## src/rtl/xor_cipher_rx.sv

```systemverilog
// Receive side of the serial XOR cipher: loads a serial key, deserializes a
// ciphertext frame and presents the recovered plaintext with a valid pulse.
module xor_cipher_rx #(
  parameter int unsigned KEY_SIZE = 4,
  parameter int unsigned MSG_SIZE = 8
) (
  input  logic                clk,
  input  logic                iRst,
  input  logic                iEn,
  input  logic                iData_in,
  input  logic                iLoad_key,
  input  logic                iValid,
  output logic [MSG_SIZE-1:0] oPlain,
  output logic                oPlain_valid,
  output logic                oKey_ready,
  output logic                oBusy,
  output logic                oFrame_err
);

  localparam int unsigned CNT_W = $clog2(MSG_SIZE + 1);
  localparam int unsigned REP   = MSG_SIZE / KEY_SIZE;
  localparam logic [CNT_W-1:0] KEY_LAST = CNT_W'(KEY_SIZE);
  localparam logic [CNT_W-1:0] MSG_LAST = CNT_W'(MSG_SIZE);

  if ((MSG_SIZE % KEY_SIZE) != 0) begin : g_bad_size
    $error("xor_cipher_rx: MSG_SIZE must be an integer multiple of KEY_SIZE");
  end

  typedef enum logic [1:0] {
    IDLE     = 2'd0,
    LOAD_KEY = 2'd1,
    RECV     = 2'd2
  } state_e;

  state_e              state_q, state_d;
  logic [CNT_W-1:0]    cnt_q, cnt_d;
  logic [MSG_SIZE-1:0] shift_q, shift_d;
  logic [KEY_SIZE-1:0] key_q, key_d;
  logic [MSG_SIZE-1:0] plain_q, plain_d;
  logic                plain_valid_q, plain_valid_d;
  logic                key_ready_q, key_ready_d;
  logic                busy_q, busy_d;
  logic                frame_err_q, frame_err_d;
  logic                err_lock_q, err_lock_d;

  logic [MSG_SIZE-1:0] shift_in_c;
  logic [CNT_W-1:0]    cnt_inc_c;
  logic [MSG_SIZE-1:0] akey_c;

  // Shared deserializer: the key only uses the low KEY_SIZE bits.
  assign shift_in_c = MSG_SIZE'({shift_q, iData_in});
  assign cnt_inc_c  = cnt_q + CNT_W'(1);
  assign akey_c     = {REP{key_q}};

  always_ff @(posedge clk) begin
    if (!iRst) begin
      state_q       <= IDLE;
      cnt_q         <= '0;
      shift_q       <= '0;
      key_q         <= '0;
      plain_q       <= '0;
      plain_valid_q <= 1'b0;
      key_ready_q   <= 1'b0;
      busy_q        <= 1'b0;
      frame_err_q   <= 1'b0;
      err_lock_q    <= 1'b0;
    end else begin
      state_q       <= state_d;
      cnt_q         <= cnt_d;
      shift_q       <= shift_d;
      key_q         <= key_d;
      plain_q       <= plain_d;
      plain_valid_q <= plain_valid_d;
      key_ready_q   <= key_ready_d;
      busy_q        <= busy_d;
      frame_err_q   <= frame_err_d;
      err_lock_q    <= err_lock_d;
    end
  end

  // Next-state logic; with iEn low everything, pulses included, holds.
  always_comb begin
    state_d       = state_q;
    cnt_d         = cnt_q;
    shift_d       = shift_q;
    key_d         = key_q;
    plain_d       = plain_q;
    plain_valid_d = plain_valid_q;
    key_ready_d   = key_ready_q;
    frame_err_d   = frame_err_q;
    err_lock_d    = err_lock_q;

    if (iEn) begin
      plain_valid_d = 1'b0;
      frame_err_d   = 1'b0;
      if (!iValid) begin
        err_lock_d = 1'b0;
      end

      unique case (state_q)
        IDLE: begin
          if (iLoad_key) begin
            key_ready_d = 1'b0;
            shift_d     = shift_in_c;
            cnt_d       = cnt_inc_c;
            state_d     = LOAD_KEY;
            if (cnt_inc_c == KEY_LAST) begin
              key_d       = shift_in_c[KEY_SIZE-1:0];
              key_ready_d = 1'b1;
              cnt_d       = '0;
              state_d     = IDLE;
            end
          end else if (iValid) begin
            if (key_ready_q) begin
              shift_d = shift_in_c;
              cnt_d   = cnt_inc_c;
              state_d = RECV;
              if (cnt_inc_c == MSG_LAST) begin
                plain_d       = shift_in_c ^ akey_c;
                plain_valid_d = 1'b1;
                cnt_d         = '0;
                state_d       = IDLE;
              end
            end else if (!err_lock_q) begin
              // One error per unkeyed iValid burst.
              frame_err_d = 1'b1;
              err_lock_d  = 1'b1;
            end
          end
        end

        LOAD_KEY: begin
          cnt_d   = '0;
          state_d = IDLE;
          if (iLoad_key) begin
            shift_d = shift_in_c;
            if (cnt_inc_c == KEY_LAST) begin
              key_d       = shift_in_c[KEY_SIZE-1:0];
              key_ready_d = 1'b1;
            end else begin
              cnt_d   = cnt_inc_c;
              state_d = LOAD_KEY;
            end
          end
        end

        RECV: begin
          cnt_d   = '0;
          state_d = IDLE;
          if (iValid) begin
            shift_d = shift_in_c;
            if (cnt_inc_c == MSG_LAST) begin
              plain_d       = shift_in_c ^ akey_c;
              plain_valid_d = 1'b1;
            end else begin
              cnt_d   = cnt_inc_c;
              state_d = RECV;
            end
          end else begin
            frame_err_d = 1'b1;
          end
        end

        default: begin
          cnt_d   = '0;
          state_d = IDLE;
        end
      endcase
    end

    busy_d = (state_d != IDLE);
  end

  assign oPlain       = plain_q;
  assign oPlain_valid = plain_valid_q;
  assign oKey_ready   = key_ready_q;
  assign oBusy        = busy_q;
  assign oFrame_err   = frame_err_q;

endmodule

```

## config.mk

```make
export PLATFORM = sky130hd
export DESIGN_NAME = xor_cipher_rx
export DESIGN_NICKNAME = d
export VERILOG_FILES = /design/src/rtl/xor_cipher_rx.sv
export SDC_FILE = /design/constraint.sdc
export NUM_CORES = 1
export LEC_CHECK = 0
export CAP_MARGIN = 20
export CORE_UTILIZATION = 35
export CTS_CLUSTER_SIZE = 8
export DETAILED_ROUTE_END_ITERATION = 7
export PLACE_DENSITY = 0.54
export SYNTH_ARGS = -nofsm -noshare
export SYNTH_HDL_FRONTEND = slang
export SYNTH_SLANG_ARGS = --single-unit
```

## constraint.sdc

```tcl
create_clock -name clk -period 3.2 [get_ports clk]
set_input_delay 0.64 -clock clk [delete_from_list [all_inputs] [get_ports clk]]
set_output_delay 0.64 -clock clk [all_outputs]
set_load 0.05 [all_outputs]
```

======== Word-level counts from Yosys, hierarchy flattened ========
Cells that the tools add are included.
storage, ports and cells
  input port bits ......................... 6
  bits in registers ....................... 30
operators by class
  mux-type cells .......................... 52
  bitwise logic cells ..................... 1
  eq/ne operators ......................... 13
  add/sub/neg operators ................... 1
  reduce and logical (&&, ||, !) cells .... 11
operators with widths
  cell                 count
  $mux 8               5
  $mux 7               5
  $mux 4               7
  $mux 1               22
  $pmux 7 s3           1
  $pmux 8 s2           1
  $ne 2x2->1 const B   7
  $mux 2               6
  $pmux 4 s3           1
  $reduce_and 6->1     2
  $xor 8x8->8          1
  $ne 3x3->1 const B   2
  $pmux 1 s2           3
  $pmux 2 s3           1
  $reduce_bool 2->1    3
  $reduce_and 5->1     1
  $add 4x1->4 const B  1
  $eq 4x3->1 const B   1
  $eq 4x4->1 const B   1
  $reduce_and 4->1     1
  $reduce_and 3->1     1
  $reduce_bool 3->1    1
  $eq 2x1->1 const B   1
  $eq 2x2->1 const B   1
  other kinds (2)      2

======== Depth between registers and ports, before layout ========
  word-level depth ........................ 9
  mapped depth ............................ 7
  gate-level depth less buffers ........... 5

======== Worst setup path before layout ========
Ideal clock, no wire load.
  path type ............................... register to register
  from .................................... register cnt_q[0]
  to ...................................... register key_q[0]
  stages on the path, launching flop included .. 8
  arrival ................................. 1.548 ns
  period minus slack after synthesis ...... 1.620 ns
  slack ................................... 1.580 ns
  data required time ...................... 3.128 ns
  path through ............................ dfxtp_1 ha_1 buf_6 nand3b_1 o31ai_4 and3_1 buf_4 mux2i_1
on the way
  word-level cells in the longest chain between the ends .. 3
ends and longest elaborated chain
  element                     RTL line  RTL
  from (decl)                 36        logic [CNT_W-1:0] cnt_q, cnt_d;
  from (signal assigned)      69        cnt_q <= cnt_d;
  $add 4x1->4                 52        assign cnt_inc_c = cnt_q + CNT_W'(1);
  $eq 4x3->1                  107, 137
  $reduce_and 4->1 (no line)  n/a
  to (signal assigned)        71        key_q <= key_d;
  to (decl)                   38        logic [KEY_SIZE-1:0] key_q, key_d;
Every way passes these cells.
A chain may end at the register's enable or synchronous reset.

======== Worst setup path after layout ========
  from .................................... register key_ready_q (netlist: oKey_ready)
  to ...................................... output port oKey_ready
RTL lines
  element                 RTL line  RTL
  from (decl)             41        logic key_ready_q, key_ready_d;
  from (signal assigned)  74        key_ready_q <= key_ready_d;
  to (decl)               15        output logic oKey_ready,
No word-level cell between the ends.

==> flow_metrics.tcl <==
set metrics [dict create \
    grt_max_degree 32 \
    intPower_w 0.000571 \
    post_dp_cell_area_um2 1730 \
    finalCritPeriodShare 0.688 \
    critical-path-top-delay-family "buffers and inverters" \
    grt_pass1_vias 1149 \
    die_height_um 68.6 \
    drt_first_iter_violations 63 \
    post_cts_resized 0 \
    avgSynthCellArea_um2 8.98 \
    clock_power_share 0.417 \
    power_w 0.000755 \
    drc_errors 0 \
    via_count 1268 \
    grt_overflow 0 \
    static-leakage-power_nw 0.721 \
    die-width_um 68.6 \
    tritoncts.num_buffers 5 \
    grt_setup_unrepaired "no" \
    crit_path_max_fanout 7 \
    postSynthCellCount 173 \
    crit_required_ns 2.56 \
    cts_root_buf "clkbuf_8" \
    antenna_found_initial 0 \
    synthAdderAreaFrac 0.0161 \
    antenna-diode-count 0 \
    slew_violations 0 \
    cts-root-to-sink-buffers 2 \
    share_of_post_route_cells_with_drive_strength_above_1 0.101 \
    seqPwrFrac 0.509 \
    worst_pin_slew_ns 0.626 \
    placementRows 23 \
    nFillCells 434 \
    place.gp.congestion 0.776 \
    synthesized_flop_and_latch_total 30 \
    path_buf_inv 1 \
    ctsHtreeMaxLevel 2 \
    yosys_warnings 0 \
    initial_utilization 0.377 \
    gr-usage-met2 0.255 \
    p_per_area_nw_per_um2 415 \
    status "finished, final reports clean" \
    worstSkewPairLatency_ns 0.28 \
    num_io_pins 18 \
    overall_die_area_um2 4710 \
    cp_cell_sequence "clkdlybuf4s50_1" \
    cts_num_sinks 30 \
    cts_tree "built" \
    maxCapViolCount 0 \
    comb_power_share 0.074 \
    timing.critical_path.slowest_stage_cell "clkdlybuf4s50_1" \
    critPathArrivalTime_ns 1.56 \
    setup_total_negative_slack_ns 0 \
    min_path_type "reg -> reg" \
    firstDrtPassIters 4 \
    post-synth-top-area-fraction 0.387 \
    met1_usage 0.211 \
    min_period_ns 2.20 \
    critPathMaxStageDelay_ns 0.84 \
    power.ir.vdd_worst_v 0.000169 \
    synthMuxAreaShare 0.0838 \
    synth_top_family_by_area "simple AND/OR/NAND/NOR gates" \
    xor_xnor_portion_of_the_synthesized_cell_area 0.0508 \
    worst_setup_path_end_kind "output port" \
    p_switching_w 0.000184 \
    worst_slew_margin_rel 0.583 \
    synth.largest_area_cell "dfxtp_1" \
    layout_cell_area_excl_fill_um2 1820 \
    port-buffer-count 17 \
    synth_compound_gate_area_share 0.201 \
    top_usage_layer "met2" \
    synth.net_count 181 \
    crit_path_start_kind "flip-flop" \
    achievable-frequency_mhz 454 \
    finalNetCount 196 \
    maximum_clock_skew_at_final_layout_ns 0.00298 \
    synth_sequential_area_ratio 0.387 \
    setup_viol_count_final 0 \
    final_hold_viol_count 0 \
    area_delta_synth_final_pct 17.2 \
    multiInputGateArea_um2 866 \
    proportion_of_total_power_due_to_net_switching 0.244 \
    post_cts.repair.setup_buffers 0 \
    detail_route.wirelength_um 3400 \
    clk_pin_slew_worst_paths_ns 0.06 \
    synth.cell_area_um2 1550 \
    yosys-top-cells-area "dfxtp_1, mux2i_1, nand2_1, xor2_1, nand3_1" \
    crit_type "reg -> out" \
    detailed_place_hpwl_um 2360 \
    grt_util_all_layers 0.167 \
    ctsHoldBuffers 0 \
    ys_types 48 \
    drt-vias-per-instance 5.31 \
    yosys.area_share.simple 0.206 \
    register_area_um2 601 \
    use_met3 0.0592 \
    placeableCoreArea_um2 4120 \
    grt_first_pass_wirelength_um 5600 \
    avgRoutedWirePerCell_um 14.2 \
    final_core_utilization 0.442 \
    drtAntennaViolNets 0 \
]
[stage by stage]
stage / setup WS [ns] / cells / hold WS (ns)
6_report: 0.998 / 239 / 0.458
5_1_grt: 0.935 / 239 / 0.474
3_5_place_dp: 0.894 / 231 / 0.452
2_1_floorplan: 1.58 / 173 / 0.470
3_3_place_gp: 0.978 / 231 / 0.446
4_1_cts: 0.990 / 239 / 0.461
[cell type report]
cell class | instances | share of cell area
Tap cell | 50 | 0.0344
Sequential cell | 30 | 0.330
Multi-Input combinational cell | 128 | 0.476
Timing Repair Buffer | 19 | 0.102
Inverter | 4 | 0.00825
Clock buffer | 7 | 0.0474
Clock inverter | 1 | 0.00275
[power by group through the flow]
stage / clock (W) / sequential, W / combinational, W
2_1_floorplan: 0 / 0.000395 / 0.0000328
3_3_place_gp: 0 / 0.000392 / 0.0000548
3_5_place_dp: 0 / 0.000392 / 0.0000558
4_1_cts: 0.000325 / 0.000384 / 0.0000559
5_1_grt: 0.000344 / 0.000385 / 0.0000615
6_report: 0.000315 / 0.000384 / 0.0000561
[placed cells by master, fill, tap and decap left out, types with 2 or more instances in the layout]
| master | Yosys | final |
|---|---|---|
| dfxtp_1 | 30 | 30 |
| nand2_1 | 27 | 27 |
| clkdlybuf4s50_1 | 0 | 17 |
| mux2i_1 | 13 | 13 |
| nand3_1 | 11 | 11 |
| a21oi_1 | 10 | 10 |
| xor2_1 | 8 | 8 |
| o21ai_1 | 7 | 7 |
| clkbuf_8 | 0 | 6 |
| nor2b_1 | 4 | 4 |
| o21ai_2 | 3 | 3 |
| inv_1 | 3 | 3 |
| nand2b_1 | 3 | 3 |
| nor2_1 | 3 | 3 |
| o2111ai_1 | 3 | 3 |
| and3_1 | 2 | 2 |
| a31oi_1 | 2 | 2 |
| and2_1 | 2 | 2 |
| nand3b_1 | 2 | 2 |
| nor4_1 | 2 | 2 |
| ha_1 | 2 | 2 |
| buf_4 | 3 | 2 |
[final timing paths]
path,slack (ns),start,endpoint,depth (start not counted)
hold / removal,0.46,oPlain[7]$_SDFFE_PN0P_,oPlain[7]$_SDFFE_PN0P_,2
setup reg to reg,1.30,cnt_q[0]$_SDFFE_PN0P_,key_q[2]$_SDFFE_PN0P_,5
setup / recovery,1.0,oKey_ready$_SDFFE_PN0P_,oKey_ready,1
hold reg to reg,0.46,oPlain[7]$_SDFFE_PN0P_,oPlain[7]$_SDFFE_PN0P_,2
[cells by family (layout without fill, tap and decap cells)]
group,count (synthesis),after routing
AOI/OAI and AO/OA,41,41
xor gates and xnor gates,9,9
adders and majority gates,2,2
buffers and inverters,15,31
DFF,30,30
muxes,13,13
and+or+nand+nor,63,63
[cell usage after synthesis (all sizes together)]
| cell | instances |
|---|---|
| a21boi | 1 |
| ha | 2 |
| o21ai | 11 |
| mux2i | 13 |
| xnor2 | 1 |
| o211ai | 1 |
| nand3 | 11 |
| o21a | 1 |
| nor2 | 3 |
| o211a | 1 |
| and3b | 1 |
| nand3b | 2 |
| nor4 | 2 |
| o2111ai | 3 |
| inv | 4 |
| a311oi | 1 |
| a21oi | 10 |
| and2 | 2 |
| or4 | 1 |
| o41ai | 1 |
| o221a | 1 |
| nand4bb | 1 |
| o2111a | 1 |
| o311ai | 1 |
| nor2b | 4 |
| xor2 | 8 |
| a32oi | 1 |
| and3 | 2 |
| o2bb2ai | 1 |
| or2 | 1 |
| o31ai | 2 |
| or3 | 1 |
| clkbuf | 6 |
| nand2 | 27 |
| nor3b | 1 |
| a211o | 2 |
| a31oi | 2 |
| nand2b | 4 |
| buf | 5 |
| dfxtp | 30 |
[worst register-to-register path, cell delays in order, from the launching register on]
cell and delay [ns]:
dfxtp_1 0.38, ha_1 0.35, nand3b_1 0.24, o31ai_4 0.28
and3_1 0.37, mux2i_1 0.22
[flip-flops by register name (all words and copies together), names as in the netlist]
name,count
key_q,4
err_lock_q,1
oPlain_valid,1
oFrame_err,1
oKey_ready,1
oBusy,1
state_q,2
oPlain,8
cnt_q,4
shift_q,7
[metal layers]
| metal | share of wire | vias up | routed length, um |
|---|---|---|---|
| li1 | - | 649 | - |
| met1 | 0.51 | 599 | 1730 |
| met2 | 0.44 | 15 | 1500 |
| met3 | 0.032 | 5 | 110 |
| met4 | 0.017 | 0 | 57 |
| met5 | 0 | - | 0 |
Note: power is estimated with default switching activity, not from simulation.
